**src/rtl/pipe_stage_skid.sv**
```systemverilog
// Valid/ready pipeline stage register with optional 2-entry skid buffer, flush and a
// saturating stall counter.
module pipe_stage_skid #(
    parameter int unsigned DATA_W = 71,
    parameter int unsigned CTRL_W = 2,
    parameter int unsigned SKID   = 1,
    parameter int unsigned CNT_W  = 16
) (
    input  logic              clk,
    input  logic              reset,
    input  logic              flush,
    input  logic              in_valid,
    output logic              in_ready,
    input  logic [DATA_W-1:0] in_data,
    input  logic [CTRL_W-1:0] in_ctrl,
    output logic              out_valid,
    input  logic              out_ready,
    output logic [DATA_W-1:0] out_data,
    output logic [CTRL_W-1:0] out_ctrl,
    output logic [CNT_W-1:0]  stall_cnt
);

    logic              mainValidQ, mainValidD;
    logic [DATA_W-1:0] mainDataQ, mainDataD;
    logic [CTRL_W-1:0] mainCtrlQ, mainCtrlD;
    logic              skidValidQ, skidValidD;
    logic [DATA_W-1:0] skidDataQ, skidDataD;
    logic [CTRL_W-1:0] skidCtrlQ, skidCtrlD;
    logic [CNT_W-1:0]  stallCntQ, stallCntD;
    logic              inFire, outFire;

    // With the skid buffer, in_ready comes straight from a flop and never sees out_ready.
    always_comb begin
        if (SKID != 0) begin
            in_ready = !skidValidQ;
        end else begin
            in_ready = !mainValidQ || out_ready;
        end
    end

    assign inFire    = in_valid && in_ready;
    assign outFire   = mainValidQ && out_ready;
    assign out_valid = mainValidQ;
    assign out_data  = mainDataQ;
    assign out_ctrl  = mainValidQ ? mainCtrlQ : '0;
    assign stall_cnt = stallCntQ;

    always_comb begin
        mainValidD = mainValidQ;
        mainDataD  = mainDataQ;
        mainCtrlD  = mainCtrlQ;
        skidValidD = skidValidQ;
        skidDataD  = skidDataQ;
        skidCtrlD  = skidCtrlQ;

        if (flush) begin
            // Data is left alone; only validity and control must not leak.
            mainValidD = 1'b0;
            mainCtrlD  = '0;
            skidValidD = 1'b0;
            skidCtrlD  = '0;
        end else if (SKID != 0) begin
            case ({mainValidQ, skidValidQ})
                2'b00: begin
                    if (inFire) begin
                        mainValidD = 1'b1;
                        mainDataD  = in_data;
                        mainCtrlD  = in_ctrl;
                    end
                end
                2'b10: begin
                    if (inFire && outFire) begin
                        mainDataD = in_data;
                        mainCtrlD = in_ctrl;
                    end else if (inFire) begin
                        skidValidD = 1'b1;
                        skidDataD  = in_data;
                        skidCtrlD  = in_ctrl;
                    end else if (outFire) begin
                        mainValidD = 1'b0;
                        mainCtrlD  = '0;
                    end
                end
                2'b11: begin
                    if (outFire) begin
                        mainDataD  = skidDataQ;
                        mainCtrlD  = skidCtrlQ;
                        skidValidD = 1'b0;
                        skidCtrlD  = '0;
                    end
                end
                default: begin
                    skidValidD = 1'b0;
                    skidCtrlD  = '0;
                end
            endcase
        end else begin
            if (inFire) begin
                mainValidD = 1'b1;
                mainDataD  = in_data;
                mainCtrlD  = in_ctrl;
            end else if (outFire) begin
                mainValidD = 1'b0;
                mainCtrlD  = '0;
            end
        end
    end

    always_comb begin
        stallCntD = stallCntQ;
        if (mainValidQ && !out_ready && (stallCntQ != {CNT_W{1'b1}})) begin
            stallCntD = stallCntQ + CNT_W'(1);
        end
    end

    always_ff @(posedge clk or negedge reset) begin
        if (!reset) begin
            mainValidQ <= 1'b0;
            mainDataQ  <= '0;
            mainCtrlQ  <= '0;
            skidValidQ <= 1'b0;
            skidDataQ  <= '0;
            skidCtrlQ  <= '0;
            stallCntQ  <= '0;
        end else begin
            mainValidQ <= mainValidD;
            mainDataQ  <= mainDataD;
            mainCtrlQ  <= mainCtrlD;
            skidValidQ <= skidValidD;
            skidDataQ  <= skidDataD;
            skidCtrlQ  <= skidCtrlD;
            stallCntQ  <= stallCntD;
        end
    end

endmodule

```
**config.mk**
```make
export PLATFORM = sky130hd
export DESIGN_NAME = pipe_stage_skid
export DESIGN_NICKNAME = d
export VERILOG_FILES = /design/src/rtl/pipe_stage_skid.sv
export SDC_FILE = /design/constraint.sdc
export NUM_CORES = 1
export LEC_CHECK = 0
export ABC_AREA = 1
export BUFFER_PORTS_ARGS = -buffer_cell sky130_fd_sc_hd__buf_2
export CAP_MARGIN = 5
export CORE_UTILIZATION = 28
export CTS_BUF_LIST = sky130_fd_sc_hd__clkbuf_2
export DETAILED_ROUTE_END_ITERATION = 10
export PLACE_DENSITY = 0.6
export SLEW_MARGIN = 20
export SYNTH_ARGS = -nofsm -noshare
export SYNTH_HDL_FRONTEND = slang
export SYNTH_SLANG_ARGS = --single-unit
```
**constraint.sdc**
```tcl
create_clock -name clk -period 1.7 [get_ports clk]
set_clock_uncertainty 0.2 [all_clocks]
set_input_delay 0.17 -clock clk [delete_from_list [all_inputs] [get_ports clk]]
set_output_delay 0.17 -clock clk [all_outputs]
set_load 0.02 [all_outputs]
```
==> metrics.md, run 1 <==
| Metric | Value |
|---|---|
| Slew HR | `68.9%` |
| Die extent in x | `167 um` |
| Syn nets | `1047` |
| Top cells by area, synth | `dfrtp_1 54%, nand2_1 16%, o21ai_0 9.7%` |
| FMAX | `498 MHz` |
| Routing usage on met1 | `22.8%` |
| Met3 Use GR | `3.69%` |
| Via Count | `8276` |
| Total core area | `26900 um^2` |
| Final Routed Wirelength | `28900 um` |
| EDFF count, synth | `0` |
| Area growth syn-to-layout | `74.3%` |
| Worst path buffer plus inverter count | `7` |
| Tcrit/Tclk final | `118%` |
| Cell variety after synth | `26` |
| DRC viols | `0` |
| DP Cell Count | `1456` |
| Number of port buffers | `168` |
| Area leader, netlist | `dfrtp_1` |
| Critical Path AT | `2.43 ns` |
| Antenna-violating nets left | `0` |
| Most used routing layer | `met2` |
| Worst Path Required | `2.12 ns` |
| Met2 global-route usage | `35.0%` |
| GRT Util Overall | `19.3%` |
| PwrDens | `1020 nW/um^2` |
| Count leader, synth | `nand2_1` |
| Final hold vios | `0` |
| Setup violations, final | `185` |
| H-tree levels | `4` |
| GP Congestion | `0.857` |
| Global-route wire length before repair | `42500 um` |
| Max incr delay on CP | `0.45 ns` |
| Maxcap violations | `0` |
| Root Buffer | `clkbuf_2` |
| Row cnt | `60` |
| Critical-path top delay cell | `dfrtp_1` |
| Fin util | `49.7%` |
| Prevailing post-synth register cell | `dfrtp_1` |
| Yosys reg bits | `164` |
| Count of final max-slew check failures | `0` |
| Fin nets | `1480` |
| Worst-Skew Late Latency | `0.74 ns` |
| Die Y | `167 um` |
| CP max FO | `5` |
| Share of layout cells above drive strength 1 | `30.8%` |
| Most used cell, CP | `buf_12` |
| Dpl ws | `-0.0569 ns` |
| List of most frequent post-synthesis cells | `320 x nand2_1, 164 x dfrtp_1, 148 x o21ai_0` |
| Async SR Flop Fraction | `100%` |
| Longest Clk Path Bufs | `2` |
| Top delay family on crit path | `buffers and inverters` |
| Register area share after synthesis | `53.5%` |
| # IOs | `169` |
| Mapped cell area | `7670 um^2` |
| Wire length per cell | `16.5 um` |
| Worst setup EP type | `flop` |
| Starting density of the core | `28.5%` |
| Synth Instances | `968` |
| Min-Delay Path Class | `input pin to flop` |
| Synth Warn # | `0` |
| Clk pin slew, worst setup/hold paths | `0.27 ns` |
| Initial DRC count | `471` |
| Number of global-route vias before repair | `7958` |
| Global route overflow | `0` |
| Worst VDD drop | `0.563 mV` |
| CTS tree | `done` |
| Run status | `finished with violations` |
| Setup CP Type | `flop to flop` |
| Die area | `28000 um^2` |
| Finished Layout Cells | `1756` |
| TritonCTS Buffers | `17` |
| Largest net degree at the start of global routing | `80` |
| Failing checks | `negative setup slack` |
| Worst slew pin tran | `0.466 ns` |
| Initial DRT Pass Iterations | `5` |
| Critical path cell sequence | `inv_2 > buf_6 > buf_4 > o21ai_4 > buf_12 > nor2_8 > buf_12 > buf_12 > buf_12 > nand2_1 > nand2_1` |
| # clock sinks | `164` |
| Initial antenna violation count | `1` |
| Yosys top cell area share | `53.5%` |
| Mean Syn Cell Area | `7.92 um^2` |
| Post-DP HPWL | `14100 um` |
| Leak | `0.00677 uW` |
| Unrepaired setup endpoints after global routing | `yes` |
| PnR worst setup slack | `-0.310 ns` |
| DR vias/cell | `4.71` |
| Final min period | `2.01 ns` |
| Startpoint class of the critical path | `flop` |
## worst reg2reg max path, stage by stage (launching register included)
cell	delay, ns
dfrtp_1	0.45
inv_2	0.07
buf_6	0.13
buf_4	0.14
o21ai_4	0.21
buf_12	0.14
nor2_8	0.04
buf_12	0.14
buf_12	0.14
buf_12	0.13
nand2_1	0.05
nand2_1	0.05
## cells by family after synthesis
kind of cell,share of synthesized area [%]
DFF,53.5
xor gates and xnor gates,0.914
adders and majority gates,0.163
AOI/OAI and AO/OA,15.0
buffers and inverters,8.94
and+or+nand+nor,21.4
## state kept, by name, summed over array words and instances, names as in the netlist
register    cells
out_data       71
skidDataQ      71
stall_cnt      16
mainCtrlQ       2
skidCtrlQ       2
out_valid       1
skidValidQ      1
## timing repair
action	CTS	global route
gates cloned	23	11
pin swaps	7	16
endpoints found under the hold margin	328	0
hold buffers	152	0
setup buffers	57	27
endpoints found under the setup margin	175	254
gates resized for setup	319	72
## report_power, final
group | internal (uW) | switching (uW)
Combinational | 3020 | 2880
Clock | 541 | 1520
Sequential | 5040 | 668
Total | 8600 | 5070
## final cells by class
cell class / count / area (um^2)
repair buffers: 466 / 5020
inverters: 96 / 377
multi-input cells: 656 / 3210
fillers: 2415 / 13500
clock buffers: 17 / 85.1
well taps: 341 / 427
clock inverters: 15 / 131
flip-flops and latches: 164 / 4110
diodes: 1 / 2.50
## routing by layer
layer / up-vias / share of wire, %
met5: - / 0
met4: 0 / 2.3
met3: 42 / 4.7
met2: 280 / 53
met1: 4014 / 40
li1: 3940 / -
## stage by stage
| step | hold slack [ns] | total power (uW) | setup TNS, ns | area, um^2 |
|---|---|---|---|---|
| final | 0.0912 | 13700 | -27.77 | 13400 |
| after global placement | -0.0594 | 9090 | 0 | 9050 |
| after CTS | 0.000424 | 13300 | -26.91 | 12800 |
| after global routing | 0.0254 | 14500 | -48.32 | 13400 |
| after floorplan | -0.326 | 7760 | 0 | 7680 |
| after detailed placement | -0.0544 | 9200 | -0.890 | 9050 |
## path summary, 6_finish.rpt
check                                  start      endpoint  slack, ns  cells past startpoint
worst max-delay path              skidValidQ   out_data[5]      -0.31                     11
worst min-delay path             in_data[17]  out_data[17]       0.09                      6
worst max register to register    skidValidQ   out_data[5]      -0.31                     11
worst min register to register  skidDataQ[4]  skidDataQ[4]       0.32                      2
max in group asynchronous              reset  out_data[51]       0.44                      4
min in group asynchronous              reset  stall_cnt[6]       0.22                      3
## placed cells by master, fill, tap and decap left out, types with 26 or more instances in the layout
cell	count
o21ai_0	99
a21oi_1	53
dlygate4sd3_1	152
nor2_1	66
nand2_1	292
nand2_2	26
dfrtp_1	157
inv_1	89
o21ai_1	47
buf_2	77
buf_4	64
buf_6	120
Power figures use the tool's default switching activity.
==> run 2: changes to the inputs <==
--- a/config.mk
+++ b/config.mk
@@ -8,10 +8,12 @@
 export ABC_AREA = 1
 export BUFFER_PORTS_ARGS = -buffer_cell sky130_fd_sc_hd__buf_2
 export CAP_MARGIN = 5
+export CORE_ASPECT_RATIO = 1.2
+export CORE_MARGIN = 2
 export CORE_UTILIZATION = 28
 export CTS_BUF_LIST = sky130_fd_sc_hd__clkbuf_2
 export DETAILED_ROUTE_END_ITERATION = 10
-export PLACE_DENSITY = 0.6
+export PLACE_DENSITY = 0.59
 export SLEW_MARGIN = 20
 export SYNTH_ARGS = -nofsm -noshare
 export SYNTH_HDL_FRONTEND = slang
==> constraint.sdc (replaced) <==
create_clock -name clk -period 2.4 [get_ports clk]
set_clock_uncertainty 0.2 [all_clocks]
set_input_delay 0.24 -clock clk [delete_from_list [all_inputs] [get_ports clk]]
set_output_delay 0.24 -clock clk [all_outputs]
set_load 0.02 [all_outputs]
==> run 2 against run 1 <==
Against the previous run:
- the flow now finishes without violations
- utilization is 8.2 points lower
- sequential power down 31%
- power is 38% lower
- highest routed layer unchanged
- register-to-register slack better by 0.42 ns
- global-route usage down 3.4 points
- clock power decreased by 17%
==> metrics.md, run 2 (synthesis results as in run 1) <==
| Metric | Value |
|---|---|
| Run status | `complete, no violations` |
| Die Y | `185 um` |
| FILL cells | `2652` |
| Number of port buffers | `168` |
| Die extent in x | `155 um` |
| Worst-Skew Late Latency | `0.78 ns` |
| Worst Path Required | `2.90 ns` |
| Cells on worst reg2reg path | `7` |
| DR vias/cell | `4.50` |
| DRC viols | `0` |
| TritonCTS Buffers | `17` |
| Most frequent cells in the layout | `320 x nand2_1, 204 x dlygate4sd3_1, 167 x buf_2` |
| Internal reg-to-reg setup slack | `0.11 ns` |
| Setup violations, final | `0` |
| Final min period | `2.29 ns` |
| Die area | `28700 um^2` |
| Tcrit/Tclk final | `95.3%` |
| Fin nets | `1401` |
| Row cnt | `66` |
| # IOs | `169` |
| Final Routed Wirelength | `22500 um` |
| Initial DRC count | `495` |
| CP max FO | `77` |
| Most common cell after layout, fill and taps aside | `nand2_1` |
| Startpoint class of the critical path | `flop` |
| PnR worst setup slack | `0.113 ns` |
| Share of layout cells above drive strength 1 | `17.1%` |
| Starting density of the core | `28.4%` |
| Total core area | `27000 um^2` |
| Dpl ws | `0.191 ns` |
| Final hold vios | `0` |
| H-tree levels | `4` |
| Number of global-route vias before repair | `7531` |
| Area growth syn-to-layout | `46.2%` |
| Reg area | `4100 um^2` |
| Slew HR | `39.8%` |
| Worst r2r dst | `skidDataQ[5]` |
| Initial DRT Pass Iterations | `7` |
| Area of the multi-input gates | `2910 um^2` |
| PwrDens | `757 nW/um^2` |
| Via Count | `7544` |
| Reg2reg start | `skidValidQ` |
| CP startpoint | `skidValidQ` |
| Antenna-violating nets left | `0` |
| # clock sinks | `164` |
| Leak | `0.00598 uW` |
| Initial antenna violation count | `1` |
| Longest Clk Path Bufs | `2` |
| Post-CTS Setup Bufs | `0` |
| Wire length per cell | `13.4 um` |
| Min-Delay Path Class | `input pin to flop` |
| Global-route wire length before repair | `36800 um` |
| Setup crit end | `skidDataQ[5]` |
| Count of final max-slew check failures | `0` |
| Global route overflow | `0` |
| GP Congestion | `0.825` |
| Worst setup EP type | `flop` |
| Unrepaired setup endpoints after global routing | `yes` |
| Maxcap violations | `0` |
| Worst slew pin tran | `0.903 ns` |
| Post-DP HPWL | `13300 um` |
| Clk pin slew, worst setup/hold paths | `0.24 ns` |
| Setup TNS | `0 ns` |
| CTS tree | `done` |
| GRT Util Overall | `16.0%` |
| Root Buffer | `clkbuf_2` |
| FMAX | `437 MHz` |
| Critical Path AT | `2.79 ns` |
| Setup CP Type | `flop to flop` |
| Worst VDD drop | `0.382 mV` |
| Largest net degree at the start of global routing | `78` |
==> run 2: worst min-delay path by stage <==
stage           startpoint            to  cells after the start
2_1_floorplan        reset  mainCtrlQ[0]                      0
3_3_place_gp         reset  stall_cnt[2]                      1
3_5_place_dp         reset  stall_cnt[3]                      1
4_1_cts        in_data[42]  out_data[42]                      6
5_1_grt        in_data[14]  out_data[14]                      6
6_report        in_data[7]   out_data[7]                      6
==> run 2: timing repair <==
| item | in CTS | in global routing |
|---|---|---|
| resized for setup | 0 | 3 |
| hold endpoints to repair | 325 | 0 |
| hold buffers | 204 | 0 |
| endpoints found under the setup margin | 0 | 44 |
==> run 2: power breakdown <==
group	internal, uW	switching [uW]
Combinational	1110	1690
Sequential	3560	390
Clock	682	1040
==> run 2: layout make-up <==
class	instances	area share [%]
Inverter	96	3.23
Timing Repair Buffer	389	28.0
Tap cell	340	3.80
Antenna cell	1	0.0223
Clock buffer	18	0.804
Multi-Input combinational cell	654	25.9
Clock inverter	14	1.66
Sequential cell	164	36.6
==> run 2: routing by layer <==
metal	wire (um)	GRT usage, %
met1	9940	19.3
met2	11200	27.8
met3	994	3.72
met4	393	5.59
met5	0	0
==> run 2: critical path: stages, from the launching register on <==
cell and delay [ns]:
dfrtp_1 0.44, inv_2 0.19, nand3_2 0.16, nand2_4 0.13, buf_12 0.29, nor2_1 0.08
dlygate4sd3_1 0.58, a21oi_1 0.13
==> run 2: stage by stage <==
stage | total power, uW | std cells | utilization [%] | area (um^2) | hold WS (ns)
floorplan | 5490 | 968 | - | 7670 | -0.256
global placement | 6370 | 1438 | 32.8 | 8870 | 0.0783
detailed placement | 6440 | 1438 | 32.8 | 8870 | 0.0747
CTS | 8520 | 1674 | 41.4 | 11200 | 0.0197
global route | 9070 | 1676 | 41.5 | 11200 | 0.0777
finish | 8480 | 1676 | 41.5 | 11200 | 0.126
==> run 3: changes to the inputs <==
--- a/config.mk
+++ b/config.mk
@@ -13,7 +13,7 @@
 export CORE_UTILIZATION = 28
 export CTS_BUF_LIST = sky130_fd_sc_hd__clkbuf_2
 export DETAILED_ROUTE_END_ITERATION = 10
-export PLACE_DENSITY = 0.59
+export PLACE_DENSITY = 0.6
 export SLEW_MARGIN = 20
 export SYNTH_ARGS = -nofsm -noshare
 export SYNTH_HDL_FRONTEND = slang
==> constraint.sdc (replaced) <==
create_clock -name clk -period 1.8 [get_ports clk]
set_clock_uncertainty 0.2 [all_clocks]
set_input_delay 0.18 -clock clk [delete_from_list [all_inputs] [get_ports clk]]
set_output_delay 0.18 -clock clk [all_outputs]
set_load 0.02 [all_outputs]
==> run 3 against run 2 <==
Against the previous run:
- the flow now finishes with violations (negative setup slack)
- non-clock buffer count up 34
- sequential power up 36%
- critical path depth up 4
- cell area up 13%
- utilization up 5.5 points
- routed wire length up 19%
==> metrics.md, run 3 (synthesis results as in run 1) <==
| Metric | Value |
|---|---|
| Worst VDD drop | `0.534 mV` |
| GP Congestion | `0.840` |
| Worst r2r dst | `out_data[19]` |
| Setup CP Type | `flop to flop` |
| PnR worst setup slack | `-0.194 ns` |
| Final min period | `1.99 ns` |
| Dpl ws | `-0.168 ns` |
| GRT Util Overall | `17.8%` |
| Top delay family on crit path | `buffers and inverters` |
| Row cnt | `66` |
| Initial antenna violation count | `1` |
| Min-Delay Path Class | `input pin to flop` |
| Worst path buffer plus inverter count | `5` |
| Reg2reg start | `out_valid` |
| Total Power | `12700 uW` |
| Count of final max-slew check failures | `0` |
| Run status | `finished with violations` |
| Wire length per cell | `15.6 um` |
| Global-route wire length before repair | `40200 um` |
| Worst-Skew Late Latency | `0.78 ns` |
| Max incr delay on CP | `0.46 ns` |
| Via Count | `7878` |
| Critical-path top delay cell | `dfrtp_1` |
| Unrepaired setup endpoints after global routing | `yes` |
| Final hold vios | `0` |
| Fin util | `47.0%` |
| Clock share of power | `17.6%` |
| Hold wc startpoint | `in_data[68]` |
| Initial DRC count | `440` |
| Initial DRT Pass Iterations | `5` |
| Die extent in x | `155 um` |
| FILL cells | `2433` |
| Worst Path Required | `2.31 ns` |
| Pint | `8140 uW` |
| Setup violations, final | `156` |
| DR vias/cell | `4.61` |
| Switching share of power | `36.1%` |
| Critical Path AT | `2.51 ns` |
| Final Routed Wirelength | `26700 um` |
| Total core area | `27000 um^2` |
| Hold Path Stages | `6` |
| # IOs | `169` |
| Starting density of the core | `28.4%` |
| Global route overflow | `0` |
| Clk pin slew, worst setup/hold paths | `0.27 ns` |
| Slew HR | `65.8%` |
| Failing checks | `negative setup slack` |
| Post-DP HPWL | `13900 um` |
| Fin nets | `1434` |
| Cells on worst reg2reg path | `11` |
| Longest Clk Path Bufs | `2` |
| Number of port buffers | `168` |
| Root Buffer | `clkbuf_2` |
| Register share of total power | `42.2%` |
| Die area | `28700 um^2` |
| Area growth syn-to-layout | `65.5%` |
| Critical path cell sequence | `buf_4 > buf_6 > inv_1 > nor2_1 > nand2_2 > nand2_4 > nor2_8 > buf_6 > bufbuf_16 > nand2_1 > nand2_1` |
| Die Y | `185 um` |
| Internal reg-to-reg setup slack | `-0.19 ns` |
| Antenna-violating nets left | `0` |
| Post-route cell area | `12700 um^2` |
| Most frequent cells in the layout | `312 x nand2_1, 161 x dfrtp_1, 156 x dlygate4sd3_1` |
| Largest net degree at the start of global routing | `79` |
| WHS | `0.0967 ns` |
| Tcrit/Tclk final | `111%` |
| Startpoint class of the critical path | `flop` |
| H-tree levels | `4` |
| Combinational group share of total power | `40.2%` |
| CP max FO | `7` |
| TritonCTS Buffers | `17` |
| Switching power | `4610 uW` |
| Number of global-route vias before repair | `7882` |
| # clock sinks | `164` |
| Worst setup EP type | `flop` |
| Worst slew pin tran | `0.513 ns` |
| CTS tree | `done` |
| Most common cell after layout, fill and taps aside | `nand2_1` |
| Share of layout cells above drive strength 1 | `25.4%` |
| FMAX | `502 MHz` |
| Hold endpoint | `out_data[68]` |
| Leak | `0.00647 uW` |
| Placed Instance Area | `9110 um^2` |
| PwrDens | `1000 nW/um^2` |
| DRC viols | `0` |
| Maxcap violations | `0` |
run 3: cell count changes in the layout (fill, tap and decap cells not counted), moves of 9 or more:
cell / before / now
buf_2: 167 / 77
o21ai_2: 1 / 12
o21ai_0: 148 / 117
buf_4: 7 / 40
dlygate4sd3_1: 204 / 156
buf_16: 0 / 9
buf_6: 2 / 111
o21ai_1: 22 / 41
run 3: what timing repair did:
action                                  CTS  global route
gates cloned                             13             8
hold endpoints to repair                328             0
hold buffers                            157             0
pin swaps                                 1             3
buffers inserted                         37             7
resized for setup                       260            31
endpoints found under the setup margin  129           254
run 3: cell type report:
type | count | area, um^2 | share of cell area (%)
Timing Repair Buffer | 423 | 4480 | 35.3
Inverter | 96 | 368 | 2.90
Multi-Input combinational cell | 653 | 3040 | 24.0
Clock inverter | 14 | 175 | 1.38
Clock buffer | 18 | 90.1 | 0.710
Sequential cell | 164 | 4110 | 32.4
Tap cell | 340 | 425 | 3.35
Antenna cell | 1 | 2.50 | 0.0197
run 3: worst max-delay path by stage:
stage	depth (start not counted)	start	to	slack, ns
2_1_floorplan	7	stall_cnt[0]	stall_cnt[10]	0.03
5_1_grt	4	out_valid	out_ctrl[1]	-0.34
3_3_place_gp	6	stall_cnt[0]	stall_cnt[9]	-0.11
3_5_place_dp	6	stall_cnt[0]	stall_cnt[9]	-0.17
4_1_cts	4	out_valid	out_ctrl[0]	-0.26
6_report	11	out_valid	out_data[19]	-0.19
run 3: worst min-delay path, cell delays in order:
cell,delay [ns]
dlygate4sd3_1,0.55
buf_2,0.12
nand2_1,0.04
o21ai_0,0.06
nand2_1,0.05
nand2_1,0.05
run 3: per-layer routing:
metal | track usage, % | wire (um) | up-vias
met5 | 0 | 0 | -
met4 | 7.30 | 665 | 0
met3 | 4.38 | 1430 | 47
met2 | 31.3 | 13600 | 236
met1 | 20.8 | 10900 | 3761
li1 | - | - | 3834
run 3: stage by stage:
| step | cells | setup TNS [ns] |
|---|---|---|
| 2_1_floorplan | 968 | 0 |
| 3_3_place_gp | 1462 | -1.08 |
| 3_5_place_dp | 1462 | -1.69 |
| 4_1_cts | 1694 | -13.43 |
| 5_1_grt | 1709 | -45.26 |
| 6_report | 1709 | -16.70 |
run 3: power groups by stage:
stage          logic [uW]  registers (uW)  clock network, uW
2_1_floorplan        1410            5920                  0
4_1_cts              4960            5340               2320
6_report             5130            5380               2240
3_3_place_gp         3340            5250                  0
5_1_grt              5560            5500               2470
3_5_place_dp         3410            5280                  0
